<file path="config.mk">
export PLATFORM = sky130hd
export DESIGN_NAME = shift_register_piso
export DESIGN_NICKNAME = d
export VERILOG_FILES = /design/src/rtl/shift_register_piso.sv
export SDC_FILE = /design/constraint.sdc
export NUM_CORES = 1
export LEC_CHECK = 0
export ABC_AREA = 1
export CAP_MARGIN = 25
export CORE_AREA = 2 2 39 41
export DETAILED_ROUTE_END_ITERATION = 10
export DIE_AREA = 0 0 41 43
export GPL_TIMING_DRIVEN = 0
export SKIP_LAST_GASP = 1
export SLEW_MARGIN = 0
export SYNTH_ARGS = -nofsm -noshare
export SYNTH_HDL_FRONTEND = slang
export SYNTH_SLANG_ARGS = --single-unit
</file>
<file path="constraint.sdc">
create_clock -name Clk -period 0.97 [get_ports Clk]
set_clock_uncertainty 0.1 [all_clocks]
set_input_delay 0.1455 -clock Clk [delete_from_list [all_inputs] [get_ports Clk]]
set_output_delay 0.1455 -clock Clk [all_outputs]
set_load 0.05 [all_outputs]
</file>
<file path="src/rtl/shift_register_piso.sv">
// Parallel-in, serial-out shifter with a valid/ready load port.
// Words go out one bit per clock, and the next word can load on the last bit's edge so there is no idle cycle.
module shift_register_piso #(
    parameter int WIDTH     = 4,
    parameter bit MSB_FIRST = 1'b1
) (
    input  logic             Clk,
    input  logic             Reset,
    input  logic             LoadValid,
    input  logic [WIDTH-1:0] LoadData,
    output logic             LoadReady,
    output logic             ShiftOut,
    output logic             ShiftValid,
    output logic             Busy,
    output logic             Done
);

    localparam int            CW       = $clog2(WIDTH);
    localparam logic [CW-1:0] CNT_LAST = CW'(WIDTH - 1);
    localparam logic [CW-1:0] CNT_ZERO = {CW{1'b0}};

    typedef enum logic [0:0] {
        ST_IDLE  = 1'b0,
        ST_SHIFT = 1'b1
    } state_t;

    state_t           state_r;
    logic [WIDTH-1:0] shreg_r;
    logic [CW-1:0]    cnt_r;
    logic             shifting_s;
    logic             last_s;
    logic             load_ready_s;
    logic             load_s;

    // The bit on ShiftOut always sits at the outgoing end, so one step moves the next bit into place.
    function automatic logic [WIDTH-1:0] shift_once(input logic [WIDTH-1:0] v);
        if (MSB_FIRST) begin
            return {v[WIDTH-2:0], 1'b0};
        end else begin
            return {1'b0, v[WIDTH-1:1]};
        end
    endfunction

    // Output decode from registered state only; LoadReady is gated low while Reset is held.
    always_comb begin
        shifting_s = (state_r == ST_SHIFT);
        last_s     = shifting_s && (cnt_r == CNT_ZERO);
        if (Reset) begin
            load_ready_s = 1'b0;
        end else if (!shifting_s || (cnt_r == CNT_ZERO)) begin
            load_ready_s = 1'b1;
        end else begin
            load_ready_s = 1'b0;
        end
        load_s     = LoadValid && load_ready_s;
        LoadReady  = load_ready_s;
        ShiftValid = shifting_s;
        Busy       = shifting_s;
        Done       = last_s;
        if (shifting_s) begin
            ShiftOut = MSB_FIRST ? shreg_r[WIDTH-1] : shreg_r[0];
        end else begin
            ShiftOut = 1'b0;
        end
    end

    // Load/shift state machine; loading on the last bit keeps the stream contiguous.
    always_ff @(posedge Clk or posedge Reset) begin
        if (Reset) begin
            state_r <= ST_IDLE;
            shreg_r <= {WIDTH{1'b0}};
            cnt_r   <= CNT_ZERO;
        end else begin
            case (state_r)
                ST_IDLE: begin
                    if (load_s) begin
                        shreg_r <= LoadData;
                        cnt_r   <= CNT_LAST;
                        state_r <= ST_SHIFT;
                    end else begin
                        state_r <= ST_IDLE;
                    end
                end
                ST_SHIFT: begin
                    if (cnt_r != CNT_ZERO) begin
                        shreg_r <= shift_once(shreg_r);
                        cnt_r   <= cnt_r - {{(CW-1){1'b0}}, 1'b1};
                    end else if (load_s) begin
                        shreg_r <= LoadData;
                        cnt_r   <= CNT_LAST;
                        state_r <= ST_SHIFT;
                    end else begin
                        shreg_r <= {WIDTH{1'b0}};
                        state_r <= ST_IDLE;
                    end
                end
                default: begin
                    state_r <= ST_IDLE;
                    shreg_r <= {WIDTH{1'b0}};
                    cnt_r   <= CNT_ZERO;
                end
            endcase
        end
    end

endmodule

</file>
==> results of run 1 <==
==> layout make-up <==
| type | count | area (um^2) |
|---|---|---|
| inverters | 11 | 51.3 |
| repair buffers | 20 | 200 |
| clock buffers | 4 | 26.3 |
| multi-input cells | 33 | 229 |
| fillers | 136 | 667 |
| plain buffers | 1 | 11.3 |
| flip-flops and latches | 7 | 179 |
| well taps | 16 | 20.0 |
==> critical path: cells and delay by family (launching register included) <==
family                 cells  cell delay [ns]
AO/OA/AOI/OAI              1             0.14
buffers and inverters      1             0.17
flip-flops                 1             0.54
==> worst max path at each step <==
stage | startpoint | end | slack, ns | cells after the start
after CTS | cnt_r[1] | LoadReady | -0.38 | 4
after global routing | cnt_r[1] | LoadReady | -0.43 | 4
after detailed placement | Reset | LoadReady | -0.90 | 3
after floorplan | Busy | LoadReady | -0.22 | 1
after global placement | Reset | LoadReady | -0.89 | 3
final | Busy | LoadReady | -0.39 | 2
==> kinds of logic (layout without fill, tap and decap cells) <==
family,Yosys count,in the layout,synth area share
DFF,7,7,0.450
and+or+nand+nor,27,27,0.318
AOI/OAI and AO/OA,6,6,0.106
buffers and inverters,12,36,0.125
==> per-layer routing <==
layer,share of wire,wire [um]
met1,0.41,382
met2,0.47,441
met3,0.077,72
met4,0.039,36
met5,0,0
==> sequential cells by signal, summed over array words and instances, names as in the netlist <==
name	count
cnt_r	2
Busy	1
shreg_r	4
==> power by group <==
group / switching [mW] / leakage (nW) / internal, mW
clock network: 0.113 / 0.0150 / 0.157
logic: 0.938 / 0.251 / 0.735
registers: 0.156 / 0.0844 / 0.447
==> per-stage QoR <==
stage | hold WS (ns) | util | cell area [um^2] | setup slack (ns)
after global routing | 0.121 | 0.518 | 717 | -0.433
after detailed placement | 0.372 | 0.398 | 551 | -0.901
after floorplan | -0.111 | - | 420 | -0.223
after global placement | 0.365 | 0.398 | 551 | -0.889
after CTS | 0.0730 | 0.469 | 649 | -0.377
final | 0.105 | 0.518 | 717 | -0.391
==> synthesized netlist by cell type <==
cell type                  instances
sky130_fd_sc_hd__nand2_1          13
sky130_fd_sc_hd__nand4_1           3
sky130_fd_sc_hd__inv_2             4
sky130_fd_sc_hd__clkinv_1          3
sky130_fd_sc_hd__o21ai_4           1
sky130_fd_sc_hd__buf_4             1
sky130_fd_sc_hd__nand3_2           1
sky130_fd_sc_hd__o21ai_1           1
sky130_fd_sc_hd__dfrtp_1           7
sky130_fd_sc_hd__nand3_1           3
sky130_fd_sc_hd__inv_1             4
sky130_fd_sc_hd__nand2_2           2
sky130_fd_sc_hd__nor2_1            5
sky130_fd_sc_hd__a21oi_1           4
==> timing repair <==
item                                    CTS  global route
resized for setup                        40            17
pin swaps                                 2             7
hold endpoints to repair                  0             0
buffers inserted                          7             2
endpoints found under the setup margin   12            12
==> run_results.csv, run 1 <==
group,metric,value,unit
place,place_congestion,0.792,
layout,layout.cells.most_common,"sky130_fd_sc_hd__nand2_1",
sta,tightest_slew,0.313,ns
sta,timing.final.setup_violations,12,
outcome,violations,"setup timing",
outcome,outcome,"finished, violations left",
grt,grt_most_used_layer,"met2",
critical_path,critPathRequiredTime,0.72,ns
sta,slew_violations,0,
layout,final_cells,92,
synth,post-synth-top-area-fraction,0.450,
sta,finalCriticalPeriod,1.36,ns
synth,synth_fp_nets,59,
place,placed_cells_incl_taps,79,
routing,route.vias.total,421,
grt,global_route.overflow_total,0,
layout,syn_to_final_growth,84.2,%
sta,rsz_0062_raised_after_global_routing,"true",
critical_path,arrival,1.12,ns
power_and_ir_drop,areal_power_density_over_the_cells,3550,nW/um^2
grt,grt_max_degree,8,
routing,via_cell_ratio,4.58,
synth,synth_cells,52,
critical_path,worstRegToRegCells,6,
cts,clock_transition_at_the_register_clock_pins_on_the_worst_setup_and_hold_paths_after_cts,0.05,ns
power_and_ir_drop,peakVddDrop,2.02,mV
synth,ys_seq_area_frac,0.450,
grt,antenna_violations_before_repair,0,
floorplan,core_area,1380,um^2
cts,cts_hold_buf,0,
synth,post_synth_instance_area,389,um^2
power_and_ir_drop,total_power,2.55,mW
routing,detail_route.first_pass.iterations,3,
place,numPortBuffers,11,
routing,drt-initial-drc-count,3,
grt,globalRouteTotalUtil,0.125,
grt,globalRouteMet3Util,0.0366,
power_and_ir_drop,power.static_leakage,0.351,nW
layout,antenna-diode-count,0,
cts,htreeDepth,1,
routing,detailed_route_drc_error_count,0,
cts,clk_latency,0.26,ns
critical_path,timing.critical_path.slowest_cell_delay,0.54,ns
layout,final_cell_mix,"10 x sky130_fd_sc_hd__nand2_1, 7 x sky130_fd_sc_hd__inv_2, 7 x sky130_fd_sc_hd__buf_4, 6 x sky130_fd_sc_hd__buf_6, 6 x sky130_fd_sc_hd__dfrtp_1",
cts,root_buffer,"sky130_fd_sc_hd__clkbuf_4",
cts,tritoncts,"built",
routing,average_wire_per_standard_cell,10.1,um
place,hpwlAfterDp,581,um
cts,cts_inserted_buffers,3,
critical_path,reg2reg_setup_slack,-0.30,ns
synth,synth_area_leader_cell,"sky130_fd_sc_hd__dfrtp_1",
grt,use_met2,0.172,
critical_path,r2r_end,"cnt_r[1]",
floorplan,chipHeight,43,um
floorplan,chip_width,41,um
critical_path,crit_path_max_fanout,6,
grt,grtUsageMet1,0.155,
critical_path,crit_path_top_delay_cell,"sky130_fd_sc_hd__dfrtp_4",
run,cap_violations,0,
sta,final.period_utilization,1.40,
synth,synth-seq-cells,7,
synth,syn-mean-instance-area,7.48,um^2
worst_hold_path,hold_path_class,"in2async",
critical_path,crit_path_start_kind,"flip-flop",
grt,grt_pass1_vias,360,
floorplan,row_count,14,
sta,achievable-frequency,0.735,GHz
floorplan,boundaryPins,12,
layout,final_layout_size_suffix_gt1_frac,0.553,
routing,wl,932,um
critical_path,r2r_start,"Busy",
critical_path,crit_type,"reg2out",
floorplan,initial_core_util,0.281,
cts,numClockSinks,7,
synth,synth_cell_type_count,14,
critical_path,crit_path_end_kind,"primary output",
synth,ys_top_cells_by_area,"sky130_fd_sc_hd__dfrtp_1 45%, sky130_fd_sc_hd__nand2_1 13%, sky130_fd_sc_hd__a21oi_1 5.1%, sky130_fd_sc_hd__nand4_1 4.8%, sky130_fd_sc_hd__nor2_1 4.8%",
sta,setup_ws,-0.391,ns
sta,fin_tns_setup,-3.55,ns
routing,route.antenna.remaining_nets,0,
critical_path,path_cells,"a21oi_4 -> buf_6",
cts,cts_buffer_depth,2,
grt,grt_first_pass_wirelength,1450,um
synth,yosys_warnings,0,
sta,timing.max_slew.rel_slack,0.791,
floorplan,dieArea,1760,um^2
sta,hold_violations,0,
layout,final_net_count,84,
Note: power is estimated with default switching activity, not from simulation.
==> inputs of run 2 (changes only) <==
- clock period: 0.97 -> 1.31 ns (I/O delays scaled with it)
==> run 2 against run 1 <==
Net effect: the flow still finishes with violations (setup timing); combinational power shrank 32%; sequential cell count is the same; power shrank 31%; final cell count grew 1.1%; count of clock-buffer cells in the layout is the same.
==> run_results.csv, run 2 (synthesized netlist as in run 1, its figures left out) <==
group,metric,value,unit
outcome,outcome,"finished, violations left",
outcome,violations,"setup timing",
critical_path,crit_path_max_fanout,3,
layout,final_cell_mix,"12 x sky130_fd_sc_hd__nand2_1, 11 x sky130_fd_sc_hd__buf_4, 6 x sky130_fd_sc_hd__dfrtp_1",
routing,drt-initial-drc-count,6,
critical_path,arrival,1.07,ns
routing,route.antenna.remaining_nets,0,
power_and_ir_drop,areal_power_density_over_the_cells,2570,nW/um^2
grt,grt_max_degree,9,
routing,via_cell_ratio,4.66,
sta,hold_violations,0,
cts,cts_inserted_buffers,3,
critical_path,crit_path_start_kind,"flip-flop",
layout,multiInputGateArea,204,um^2
floorplan,core_area,1380,um^2
routing,average_wire_per_standard_cell,10.1,um
worst_hold_path,hold_path_class,"in2async",
critical_path,r2r_end,"shreg_r[3]",
layout,largest_register_ff_count,4,
critical_path,worstRegToRegCells,6,
layout,finalInstanceArea,682,um^2
cts,htreeDepth,1,
floorplan,dieArea,1760,um^2
routing,detail_route.first_pass.iterations,4,
critical_path,reg2reg_setup_slack,0.09,ns
floorplan,chip_width,41,um
floorplan,row_count,14,
routing,route.vias.total,433,
grt,antenna_violations_before_repair,0,
layout,fillerInstances,138,
routing,detailed_route_drc_error_count,0,
floorplan,boundaryPins,12,
sta,slew_violations,0,
sta,achievable-frequency,0.731,GHz
critical_path,critPathRequiredTime,1.01,ns
cts,cts_hold_buf,0,
cts,clk_latency,0.25,ns
critical_path,crit_path_end_kind,"primary output",
layout,regArea,176,um^2
layout,antenna-diode-count,0,
sta,tightest_slew,0.300,ns
run,cap_violations,0,
cts,cts_buffer_depth,2,
grt,grt_pass1_vias,408,
cts,tritoncts,"built",
floorplan,initial_core_util,0.281,
power_and_ir_drop,total_power,1.75,mW
sta,fin_tns_setup,-0.0768,ns
critical_path,timing.critical_path.slowest_cell_delay,0.39,ns
cts,clock_transition_at_the_register_clock_pins_on_the_worst_setup_and_hold_paths_after_cts,0.05,ns
sta,rsz_0062_raised_after_global_routing,"true",
layout,final_layout_size_suffix_gt1_frac,0.429,
layout,final_net_count,85,
place,postPlaceCellArea,539,um^2
routing,wl,938,um
sta,finalCriticalPeriod,1.37,ns
grt,global_route.overflow_total,0,
layout,registers.top_by_ff_count,"shreg_r",
critical_path,r2r_start,"Busy",
layout,layout.cells.most_common,"sky130_fd_sc_hd__nand2_1",
layout,syn_to_final_growth,75.2,%
floorplan,chipHeight,43,um
grt,globalRouteTotalUtil,0.135,
cts,root_buffer,"sky130_fd_sc_hd__clkbuf_4",
power_and_ir_drop,power.static_leakage,0.344,nW
sta,setup_ws,-0.0588,ns
critical_path,crit_path_top_delay_cell,"sky130_fd_sc_hd__dfrtp_1",
sta,final.period_utilization,1.04,
critical_path,crit_type,"reg2out",
place,numPortBuffers,11,
sta,timing.final.setup_violations,2,
critical_path,path_cells,"inv_2 -> nand2_4 -> a21oi_4 -> buf_6",
cts,numClockSinks,7,
sta,timing.max_slew.rel_slack,0.800,
power_and_ir_drop,peakVddDrop,0.895,mV
place,place_congestion,0.723,
place,hpwlAfterDp,587,um
grt,grt_first_pass_wirelength,1570,um
[run 2: layout make-up]
| class | count | share of cell area |
|---|---|---|
| Buffer | 1 | 0.0165 |
| Clock buffer | 4 | 0.0385 |
| Inverter | 11 | 0.0697 |
| Multi-Input combinational cell | 33 | 0.299 |
| Sequential cell | 7 | 0.259 |
| Tap cell | 16 | 0.0294 |
| Timing Repair Buffer | 21 | 0.288 |
[run 2: how the worst max path moves through the flow]
stage              from  slack [ns]        end
6_report       cnt_r[0]       -0.06  LoadReady
3_3_place_gp      Reset       -0.65  LoadReady
5_1_grt        cnt_r[1]        -0.1  LoadReady
2_1_floorplan      Busy      -0.007       Done
3_5_place_dp      Reset       -0.65  LoadReady
4_1_cts        cnt_r[1]       -0.06  LoadReady
[run 2: power by group]
| part | internal (mW) | switching [mW] |
|---|---|---|
| registers | 0.323 | 0.0946 |
| clock network | 0.116 | 0.0811 |
| logic | 0.481 | 0.654 |
| total | 0.921 | 0.830 |
[run 2: what timing repair did]
item / 4_1_cts / 5_1_grt
pin swaps: 1 / 1
endpoints found under the setup margin: 9 / 8
gates resized for setup: 39 / 8
buffers inserted: 8 / 2
[run 2: metal layers]
| metal | GRT usage | vias to the layer above | part of all wire |
|---|---|---|---|
| met5 | 0 | - | 0 |
| met3 | 0.0314 | 2 | 0.067 |
| met2 | 0.216 | 21 | 0.52 |
| met4 | 0.0800 | 0 | 0.016 |
| met1 | 0.152 | 195 | 0.40 |
| li1 | - | 215 | - |
[run 2: worst max-delay path, delay by kind of cell (launching register included)]
family	cells	cell delay (ns)
buffers and inverters	2	0.24
AOI/OAI and AO/OA	1	0.12
and+or+nand+nor	1	0.07
DFF	1	0.39
[run 2: per-stage QoR]
stage | util | setup WS (ns) | hold slack [ns] | std cells
floorplan | - | -0.00678 | -0.0597 | 52
global placement | 0.390 | -0.651 | 0.365 | 79
detailed placement | 0.390 | -0.649 | 0.369 | 79
CTS | 0.463 | -0.0641 | 0.137 | 91
global route | 0.493 | -0.100 | 0.207 | 93
finish | 0.493 | -0.0588 | 0.170 | 93
